## src/rtl/seg_pkg.sv

```systemverilog
// ---------------------------------------------------------------------------
// seg_pkg
//
// Shared definitions for the multiplexed 7-segment scan controller.
//
// Segment encoding: bit 0..6 = segments a..g, active-low (a 0 lights the
// segment). The display is common-anode, so "all ones" means fully dark.
//
// Contents:
//   nibble_t      - one hex digit value
//   seg_t         - one 7-bit active-low segment pattern
//   SEG_0..SEG_F  - glyphs for hex 0..F ('b' and 'd' are lowercase so they
//                   cannot be confused with '8' and '0')
//   SEG_OFF       - all segments dark
//   hex_to_seg()  - nibble -> glyph lookup
//
// Configuration macro used by importers: SEG_PWM_EN (see seg_scan_ctrl).
// ---------------------------------------------------------------------------
package seg_pkg;

    typedef logic [3:0] nibble_t;
    typedef logic [6:0] seg_t;

    //                              gfedcba
    localparam seg_t SEG_0   = 7'b1000000;
    localparam seg_t SEG_1   = 7'b1111001;
    localparam seg_t SEG_2   = 7'b0100100;
    localparam seg_t SEG_3   = 7'b0110000;
    localparam seg_t SEG_4   = 7'b0011001;
    localparam seg_t SEG_5   = 7'b0010010;
    localparam seg_t SEG_6   = 7'b0000010;
    localparam seg_t SEG_7   = 7'b1111000;
    localparam seg_t SEG_8   = 7'b0000000;
    localparam seg_t SEG_9   = 7'b0010000;
    localparam seg_t SEG_A   = 7'b0001000;
    localparam seg_t SEG_B   = 7'b0000011;  // lowercase b
    localparam seg_t SEG_C   = 7'b1000110;
    localparam seg_t SEG_D   = 7'b0100001;  // lowercase d
    localparam seg_t SEG_E   = 7'b0000110;
    localparam seg_t SEG_F   = 7'b0001110;

    localparam seg_t SEG_OFF = 7'h7F;

    // Glyph lookup. Every nibble value has an entry, so the default arm is
    // only there to keep the case statement obviously complete.
    function automatic seg_t hex_to_seg(input nibble_t nib);
        seg_t glyph;
        case (nib)
            4'h0:    glyph = SEG_0;
            4'h1:    glyph = SEG_1;
            4'h2:    glyph = SEG_2;
            4'h3:    glyph = SEG_3;
            4'h4:    glyph = SEG_4;
            4'h5:    glyph = SEG_5;
            4'h6:    glyph = SEG_6;
            4'h7:    glyph = SEG_7;
            4'h8:    glyph = SEG_8;
            4'h9:    glyph = SEG_9;
            4'hA:    glyph = SEG_A;
            4'hB:    glyph = SEG_B;
            4'hC:    glyph = SEG_C;
            4'hD:    glyph = SEG_D;
            4'hE:    glyph = SEG_E;
            4'hF:    glyph = SEG_F;
            default: glyph = SEG_OFF;
        endcase
        return glyph;
    endfunction

endpackage

```

## src/rtl/seg_decoder.sv

```systemverilog
// ---------------------------------------------------------------------------
// seg_decoder
//
// Purely combinational hex nibble -> active-low 7-segment glyph decode.
// A single instance sits on the already-multiplexed digit nibble, so only
// one decoder is needed regardless of how many digits are scanned.
//
// Ports:
//   nibble  in  4  hex value to show
//   seg     out 7  segments a..g = bit 0..6, active-low
// ---------------------------------------------------------------------------
module seg_decoder
    import seg_pkg::*;
(
    input  logic [3:0] nibble,
    output logic [6:0] seg
);

    assign seg = hex_to_seg(nibble);

endmodule

```

## src/rtl/seg_scan_ctrl.sv

```systemverilog
// ---------------------------------------------------------------------------
// seg_scan_ctrl
//
// Scan controller for a multiplexed common-anode 7-segment display.
// DIGITS hex digits share one segment bus; each digit owns a slot of 2^DIV
// clock cycles. The first BLANK_CYC cycles of every slot keep all digit
// selects off so the previous digit's pattern cannot ghost onto the next.
// New digit values arrive on a valid/ready port, wait in a pending buffer,
// and are copied to the display registers only at a frame boundary, so a
// frame is never drawn with a mix of old and new values.
//
// Configuration:
//   SEG_PWM_EN  defined   -> a digit is additionally gated by
//                            slot_cnt[DIV-1 -: PWM_BITS] <= brightness
//               undefined -> no brightness gating; the brightness port is
//                            kept for pin compatibility but ignored
//
// Parameters:
//   DIGITS     number of digits (2..8)
//   DIV        log2 of clock cycles per digit slot
//   BLANK_CYC  dark cycles at the start of each slot (< 2^DIV)
//   PWM_BITS   brightness resolution (<= DIV)
//
// Ports:
//   clk          in   1           system clock
//   rst          in   1           synchronous active-high reset
//   wr_valid     in   1           write request
//   wr_ready     out  1           pending buffer empty
//   wr_data      in   4*DIGITS    hex nibbles, [3:0] = digit 0 (rightmost)
//   wr_dp        in   DIGITS      decimal points, bit i = digit i
//   brightness   in   PWM_BITS    global duty level
//   seg          out  7           segments a..g, active-low
//   dp           out  1           decimal point, active-low
//   sel          out  DIGITS      digit enables, active-low, at most one low
//   frame_start  out  1           one-cycle pulse after each frame boundary
// ---------------------------------------------------------------------------
module seg_scan_ctrl
    import seg_pkg::*;
#(
    parameter int DIGITS    = 4,
    parameter int DIV       = 16,
    parameter int BLANK_CYC = 64,
    parameter int PWM_BITS  = 4
) (
    input  logic                  clk,
    input  logic                  rst,
    input  logic                  wr_valid,
    output logic                  wr_ready,
    input  logic [4*DIGITS-1:0]   wr_data,
    input  logic [DIGITS-1:0]     wr_dp,
    input  logic [PWM_BITS-1:0]   brightness,
    output logic [6:0]            seg,
    output logic                  dp,
    output logic [DIGITS-1:0]     sel,
    output logic                  frame_start
);

    localparam int IDX_W = (DIGITS > 1) ? $clog2(DIGITS) : 1;

    // -----------------------------------------------------------------------
    // Scan counters
    // -----------------------------------------------------------------------
    logic [DIV-1:0]   slot_cnt_reg;
    logic [IDX_W-1:0] digit_idx_reg;
    logic             slot_wrap;
    logic             last_digit;
    logic             frame_end;

    assign slot_wrap  = &slot_cnt_reg;
    assign last_digit = (digit_idx_reg == IDX_W'(DIGITS - 1));
    assign frame_end  = slot_wrap & last_digit;

    always_ff @(posedge clk) begin
        if (rst) begin
            slot_cnt_reg  <= '0;
            digit_idx_reg <= '0;
        end else begin
            slot_cnt_reg <= slot_cnt_reg + 1'b1;
            if (slot_wrap) begin
                digit_idx_reg <= last_digit ? '0 : digit_idx_reg + 1'b1;
            end
        end
    end

    // -----------------------------------------------------------------------
    // Write path: pending buffer -> display registers at frame boundary
    // -----------------------------------------------------------------------
    logic [4*DIGITS-1:0] pend_data_reg;
    logic [DIGITS-1:0]   pend_dp_reg;
    logic                pending_full_reg;
    logic [4*DIGITS-1:0] disp_data_reg;
    logic [DIGITS-1:0]   disp_dp_reg;
    logic                wr_accept;

    assign wr_ready  = ~pending_full_reg;
    assign wr_accept = wr_valid & ~pending_full_reg;

    // A write can only be accepted while the buffer is empty, and a commit
    // only happens while it is full, so the two branches below never fire
    // in the same cycle. That is also why a write taken in the boundary
    // cycle itself waits a whole frame for the next boundary.
    always_ff @(posedge clk) begin
        if (rst) begin
            pend_data_reg    <= '0;
            pend_dp_reg      <= '0;
            pending_full_reg <= 1'b0;
            disp_data_reg    <= '0;
            disp_dp_reg      <= '0;
        end else begin
            if (frame_end && pending_full_reg) begin
                disp_data_reg    <= pend_data_reg;
                disp_dp_reg      <= pend_dp_reg;
                pending_full_reg <= 1'b0;
            end
            if (wr_accept) begin
                pend_data_reg    <= wr_data;
                pend_dp_reg      <= wr_dp;
                pending_full_reg <= 1'b1;
            end
        end
    end

    // -----------------------------------------------------------------------
    // Blanking and brightness gating
    // -----------------------------------------------------------------------
    logic blank_done;
    logic pwm_ok;
    logic digit_on;

    assign blank_done = (slot_cnt_reg >= DIV'(BLANK_CYC));

`ifdef SEG_PWM_EN
    // The top PWM_BITS of the slot counter form a ramp across the slot;
    // the digit stays lit while the ramp is at or below the duty level.
    assign pwm_ok = (slot_cnt_reg[DIV-1 -: PWM_BITS] <= brightness);
`else
    logic unused_brightness;
    assign unused_brightness = ^brightness;
    assign pwm_ok            = 1'b1;
`endif

    assign digit_on = blank_done & pwm_ok;

    // -----------------------------------------------------------------------
    // Digit multiplexing and decode
    // -----------------------------------------------------------------------
    logic [3:0]        nib_arr [DIGITS];
    logic [3:0]        cur_nib;
    logic              cur_dp;
    logic [6:0]        dec_seg;
    logic [DIGITS-1:0] sel_next;
    logic [6:0]        seg_next;
    logic              dp_next;

    for (genvar gi = 0; gi < DIGITS; gi++) begin : g_nib
        assign nib_arr[gi] = disp_data_reg[4*gi +: 4];
    end

    assign cur_nib = nib_arr[digit_idx_reg];
    assign cur_dp  = disp_dp_reg[digit_idx_reg];

    seg_decoder u_seg_decoder (
        .nibble (cur_nib),
        .seg    (dec_seg)
    );

    // One select per digit; only the scanned digit can go low, and only
    // while the gating allows it, so at most one bit is ever low.
    for (genvar gi = 0; gi < DIGITS; gi++) begin : g_sel
        assign sel_next[gi] = ~(digit_on && (digit_idx_reg == IDX_W'(gi)));
    end

    // Segments are forced dark whenever no digit is selected so the bus
    // never carries a stale pattern into the next slot.
    assign seg_next = digit_on ? dec_seg : SEG_OFF;
    assign dp_next  = digit_on ? ~cur_dp : 1'b1;

    // -----------------------------------------------------------------------
    // Output registers
    // -----------------------------------------------------------------------
    logic [6:0]        seg_reg;
    logic              dp_reg;
    logic [DIGITS-1:0] sel_reg;
    logic              frame_start_reg;

    always_ff @(posedge clk) begin
        if (rst) begin
            seg_reg         <= SEG_OFF;
            dp_reg          <= 1'b1;
            sel_reg         <= '1;
            frame_start_reg <= 1'b0;
        end else begin
            seg_reg         <= seg_next;
            dp_reg          <= dp_next;
            sel_reg         <= sel_next;
            frame_start_reg <= frame_end;
        end
    end

    assign seg         = seg_reg;
    assign dp          = dp_reg;
    assign sel         = sel_reg;
    assign frame_start = frame_start_reg;

endmodule

```

## config.mk

```make
export PLATFORM = sky130hd
export DESIGN_NAME = seg_scan_ctrl
export DESIGN_NICKNAME = d
export VERILOG_FILES = /design/src/rtl/seg_pkg.sv /design/src/rtl/seg_decoder.sv /design/src/rtl/seg_scan_ctrl.sv
export SDC_FILE = /design/constraint.sdc
export NUM_CORES = 1
export LEC_CHECK = 0
export ABC_AREA = 1
export CAP_MARGIN = 10
export CELL_PAD_IN_SITES_DETAIL_PLACEMENT = 1
export CELL_PAD_IN_SITES_GLOBAL_PLACEMENT = 2
export CORE_MARGIN = 2
export CORE_UTILIZATION = 31
export DETAILED_ROUTE_END_ITERATION = 7
export PLACE_DENSITY = 0.86
export RECOVER_POWER = 100
export SLEW_MARGIN = 25
export SYNTH_ARGS = -nofsm -noshare
export SYNTH_HDL_FRONTEND = slang
export SYNTH_SLANG_ARGS = --single-unit
export TNS_END_PERCENT = 20
```

## constraint.sdc

```tcl
create_clock -name clk -period 2.34 [get_ports clk]
set_clock_uncertainty 0.15 [all_clocks]
set_input_delay 0.468 -clock clk [delete_from_list [all_inputs] [get_ports clk]]
set_output_delay 0.468 -clock clk [all_outputs]
set_load 0.03 [all_outputs]
```

==> out/metrics.cfg, run 1 <==
[setup_path]
critPathBufInv=1
endpoint_kind=flip-flop
crit_fanout=18
worstPathArrival_ns=2.20
slowest_stage=dfxtp_1
path_cells=ha_1 -> nand2_1 -> nor2_4 -> nand2_2 -> nor2_8 -> clkbuf_2 -> nand4_1 -> nand2_1 -> nor2_1
crit_path_frequent_cell=nand2_1
critPathMaxStageDelay_ns=0.39
setup.worst_path.start=slot_cnt_reg[0]$_SDFF_PP0_
critical_path_required_ns=2.43
startpoint_type=flip-flop
path_class=flip-flop to flip-flop
critPathTopFamily=simple AND/OR/NAND/NOR gates
timing.rr.start=slot_cnt_reg[0]$_SDFF_PP0_

[route]
wl_um=7390
ant_nets=0
drc_errors=0
post_drt_via_cell_ratio=4.46
routedWlPerCell_um=11.4
via_count=2901
firstDrtPassIters=4
drt_iter0_markers=38

[clocking]
cts_tree=yes
ctsLongestPathBuffers=2
numCtsBuffers=9
ctsResizeCount=0
htreeDepth=3
cts_setup_buffers=0
worstSkewPairLatency_ns=0.35
cts-root-buf=clkbuf_8
clk_pin_slew_ns=0.08
cts_sinks=72
ctsHoldBuffers=0

[pwr]
p_per_area_mw_per_mm2=583
seq_power_share_pct=54.5
switching_share_pct=24.1
p_switching_mw=0.561
combPwrFrac_pct=6.3
p_int_mw=1.76
leakage_nw=1.67
ir_drop_mv=0.290
pwr-share-clk_pct=39.2

[grt]
grt_pass1_wl_um=13000
grt_max_degree=50
track_usage_pct=14.1
grt_pass1_vias=2947
antenna_found_initial=0
grt.overflow.total=0

[placed_design]
io_buffers=36
gp_congestion=0.828
dpl.hpwl_um=5500
place_inst=634
placed_cell_area_mm2=0.00382

[yosys]
netlist_instances=472
synthFlopType=dfxtp_1
synth_fp_nets=511
synth_cell_types=26
syn_area_mm2=0.00331
synth_seq_cells=72
async_flop_share_pct=0
seq_area_frac_synth_pct=43.6
synth-edff-count=0
synth_area_leader_cell=dfxtp_1
synth_area_per_cell_um2=7.01
yosys_warnings=0
synthTopCellsByArea=dfxtp_1 44%, nand2_1 12%, inv_1 9.5%, nor2_1 6.1%, o21ai_0 4.8%
ys_top_cells_by_count=102 x nand2_1, 84 x inv_1, 72 x dfxtp_1
yosysMostFrequentCell=nand2_1
netlist.area_leader.share_pct=43.6

[final_layout]
design_area_mm2=0.00399
antenna_cells=0
syn_to_final_growth_pct=20.6
drive_gt1_share_pct=6.23
finish.utilization_pct=38.6
final_cells=650
num-nets-final=548
fill_cells=1296

[timing]
fin_crit_sh_pct=90.1
timing.fmax_ghz=0.474
slew_headroom_pct=41.2
drv_slew=0
worst_pin_slew_ns=0.881
rsz0062_at_grt=no
finalSetupViolCount=0
finalHoldViolCount=0
totalNegativeSetupSlack_ns=0
finalCriticalPeriod_ns=2.11

[worst_hold_path]
min_from=pend_data_reg[9]$_SDFFE_PP0P_
worstHoldPathType=flip-flop to flip-flop

[run_status]
status=finished, final reports clean

[floorplanning]
die_w_um=107
initial_utilization_pct=32.0
die_h_um=107
rows=37
ios=41
dieArea_mm2=0.0115
core-area_mm2=0.0103

[job]
cap_viol_max_count=0

==> cell families (layout without fill, tap and decap cells) <==
group,count (synthesis),count (layout),share of synthesized area (%)
buf+inv,107,149,12.8
simple gates,213,213,28.1
compound gates,64,64,9.99
flops,72,72,43.6
xor+xnor,4,4,1.06
fa+ha+maj,12,12,4.54
==> metrics by stage <==
step                      total power, mW  setup WS (ns)  hold WS, ns
after floorplan                      1.38          0.593        0.280
after global placement               1.44          0.279        0.292
after detailed placement             1.45          0.226        0.300
after CTS                            2.38          0.192        0.312
after global routing                 2.44         0.0156        0.340
final                                2.32          0.232        0.309
==> layout by cell type, fill, tap and decap left out, drive strengths merged <==
master         count
nand2            105
inv               86
dfxtp             72
nor2              57
o21ai             32
a21oi             28
nand3             28
nand4             21
clkdlybuf4s50     21
clkbuf            16
dlygate4sd3       15
ha                12
buf                6
xor2               4
clkinv             3
nor3               2
clkinvlp           2
o211ai             1
a31oi              1
o221ai             1
o21a               1
==> worst reg2reg max path, stage by stage, from the launching register on <==
cell and delay, ns:
dfxtp_1 0.39, ha_1 0.19, nand2_1 0.11, nor2_4 0.14
nand2_2 0.14, nor2_8 0.20, clkbuf_2 0.35, nand4_1 0.18
nand2_1 0.10, nor2_1 0.06
==> power by group through the flow <==
| stage | clock (mW) | combinational (mW) | sequential, mW |
|---|---|---|---|
| floorplan | 0 | 0.0847 | 1.29 |
| global placement | 0 | 0.147 | 1.29 |
| detailed placement | 0 | 0.152 | 1.30 |
| CTS | 0.959 | 0.152 | 1.27 |
| global route | 1.00 | 0.169 | 1.27 |
| finish | 0.911 | 0.147 | 1.27 |
==> area by class of cell <==
class	instances	area, um^2	area share (%)
clock buffers	12	155	3.89
clock inverters	4	28.8	0.721
inverters	87	327	8.19
multi-input cells	293	1440	36.2
flip-flops and latches	72	1440	36.1
well taps	136	170	4.27
repair buffers	46	423	10.6
==> path summary, 6_finish.rpt <==
path / cells after the start / slack (ns) / to
max reg2reg: 9 / 0.23 / disp_data_reg[4]$_SDFFE_PP0P_
max: 9 / 0.23 / disp_data_reg[4]$_SDFFE_PP0P_
min reg2reg: 2 / 0.31 / pend_data_reg[9]$_SDFFE_PP0P_
min: 2 / 0.31 / pend_data_reg[9]$_SDFFE_PP0P_
==> layer usage <==
layer / GRT usage (%) / vias up / share of wire, %
li1: - / 1538 / -
met4: 3.90 / 0 / 1.3
met5: 0 / - / 0
met2: 24.5 / 30 / 48
met3: 3.63 / 11 / 3.3
met1: 17.1 / 1322 / 47
Power figures use the tool's default switching activity.
==> inputs of run 2 (changes only) <==
CORE_MARGIN = default   (was 2)
==> run 2 against run 1 <==
Power shrank 0.56%. Routed wire length grew 3.8%. First-iteration DRC count grew 100%. Cell area down 0.31%. Cell count down 0.15%. Critical path depth down 7. Critical endpoint is now wr_ready. Highest routed layer unchanged.
==> out/metrics.cfg, run 2 (same netlist as run 1, synthesis figures left out) <==
[final_layout]
antenna_cells=0
final_cell_mix=102 x nand2_1, 84 x inv_1, 72 x dfxtp_1
multi_input_area_mm2=0.00144
regArea_mm2=0.00144
fill_cells=1291
mostFrequentLayoutCell=nand2_1
drive_gt1_share_pct=5.85
num-nets-final=548
syn_to_final_growth_pct=20.2
finish.utilization_pct=38.5

[timing]
worst_pin_slew_ns=0.677
slew_headroom_pct=54.9
timing.fmax_ghz=0.480
drv_slew=0
fin_crit_sh_pct=89.0
finalHoldViolCount=0
finalSetupViolCount=0
finalCriticalPeriod_ns=2.08
rsz0062_at_grt=no
totalNegativeSetupSlack_ns=0

[clocking]
cts_sinks=72
cts-root-buf=clkbuf_8
ctsHoldBuffers=0
ctsLongestPathBuffers=2
cts_tree=yes
numCtsBuffers=9
clk_pin_slew_ns=0.07
worstSkewPairLatency_ns=0.34
cts_setup_buffers=0
htreeDepth=3
ctsResizeCount=0

[setup_path]
crit_fanout=2
regToRegEndpoint=disp_data_reg[4]$_SDFFE_PP0P_
endpoint_kind=output port
critical_path_required_ns=1.72
critPathTopFamily=buffers and inverters
slowest_stage=dlygate4sd3_1
critPathBufInv=2
setup.worst_path.start=pending_full_reg$_SDFFE_PP0P_
startpoint_type=flip-flop
r2r_slack_ns=0.30
critPathMaxStageDelay_ns=0.74
reg2reg_depth=9
path_cells=inv_1 -> dlygate4sd3_1
path_depth=2
worstPathArrival_ns=1.46
path_class=flip-flop to output port
endpoint=wr_ready
timing.rr.start=slot_cnt_reg[0]$_SDFF_PP0_

[pwr]
leakage_nw=1.66
ir_drop_mv=0.206
power_mw=2.31
p_per_area_mw_per_mm2=581

[grt]
grt.overflow.total=0
antenna_found_initial=0
grt_max_degree=50
grt_pass1_wl_um=13600
track_usage_pct=15.5
grt_pass1_vias=2921

[floorplanning]
die_w_um=105
dieArea_mm2=0.0111
rows=37
ios=41
initial_utilization_pct=32.0
die_h_um=105
core-area_mm2=0.0103

[route]
drt_iter0_markers=76
post_drt_via_cell_ratio=4.41
ant_nets=0
routedWlPerCell_um=11.8
drc_errors=0
via_count=2863
firstDrtPassIters=4
wl_um=7670

[worst_hold_path]
worstHoldPathType=flip-flop to flip-flop

[placed_design]
gp_congestion=0.769
dpl.hpwl_um=5610
io_buffers=36

[run_status]
status=finished, final reports clean

[job]
cap_viol_max_count=0

[run 2: changes by cell type in the layout (fill, tap and decap cells not counted)]
cell,delta
clkbuf_1,+1
clkbuf_2,-1
clkinvlp_4,-1
clkinv_4,-1
clkinv_2,+1
[run 2: per-stage QoR]
step	setup slack, ns	std cells	cell area (um^2)	hold WS, ns
2_1_floorplan	0.593	472	3310	0.280
3_3_place_gp	0.376	634	3820	0.291
3_5_place_dp	0.340	634	3820	0.297
4_1_cts	0.298	649	3990	0.309
5_1_grt	0.0700	649	3980	0.324
6_report	0.257	649	3980	0.306
[run 2: worst min-delay path by stage]
stage | startpoint | end | cells after the start
2_1_floorplan | pend_data_reg[10]$_SDFFE_PP0P_ | pend_data_reg[10]$_SDFFE_PP0P_ | 2
3_3_place_gp | slot_cnt_reg[0]$_SDFF_PP0_ | slot_cnt_reg[0]$_SDFF_PP0_ | 1
3_5_place_dp | pend_data_reg[5]$_SDFFE_PP0P_ | pend_data_reg[5]$_SDFFE_PP0P_ | 2
4_1_cts | pend_data_reg[5]$_SDFFE_PP0P_ | pend_data_reg[5]$_SDFFE_PP0P_ | 2
5_1_grt | pend_data_reg[5]$_SDFFE_PP0P_ | pend_data_reg[5]$_SDFFE_PP0P_ | 2
6_report | pend_data_reg[5]$_SDFFE_PP0P_ | pend_data_reg[5]$_SDFFE_PP0P_ | 2
[run 2: worst min-delay path, cell delays in order (launching register included)]
cell and delay (ns):
dfxtp_1 0.30, inv_1 0.06, a21oi_1 0.05
[run 2: power by group]
group          internal (mW)  switching (mW)  total (mW)
sequential              1.26          0.0101        1.27
clock                  0.434           0.464       0.898
combinational         0.0643          0.0827       0.147
total                   1.76           0.557        2.31
[run 2: area by class of cell]
| type | instances | share of cell area [%] |
|---|---|---|
| multi-input cells | 293 | 36.3 |
| flip-flops and latches | 72 | 36.2 |
| repair buffers | 46 | 10.6 |
| inverters | 87 | 8.21 |
| well taps | 136 | 4.28 |
| clock buffers | 12 | 3.90 |
| clock inverters | 3 | 0.441 |
[run 2: metal layers]
metal | global-route usage (%) | wire length [um] | vias to the layer above
li1 | - | - | 1533
met1 | 19.2 | 3780 | 1289
met2 | 26.4 | 3580 | 31
met3 | 2.60 | 166 | 10
met4 | 6.64 | 141 | 0
met5 | 0 | 0 | -
==> inputs of run 3 (changes only) <==
SLEW_MARGIN = 20   (was 25)
==> results of run 3 <==
Same layout as run 2: the final DEF is identical, and so are final timing and power.
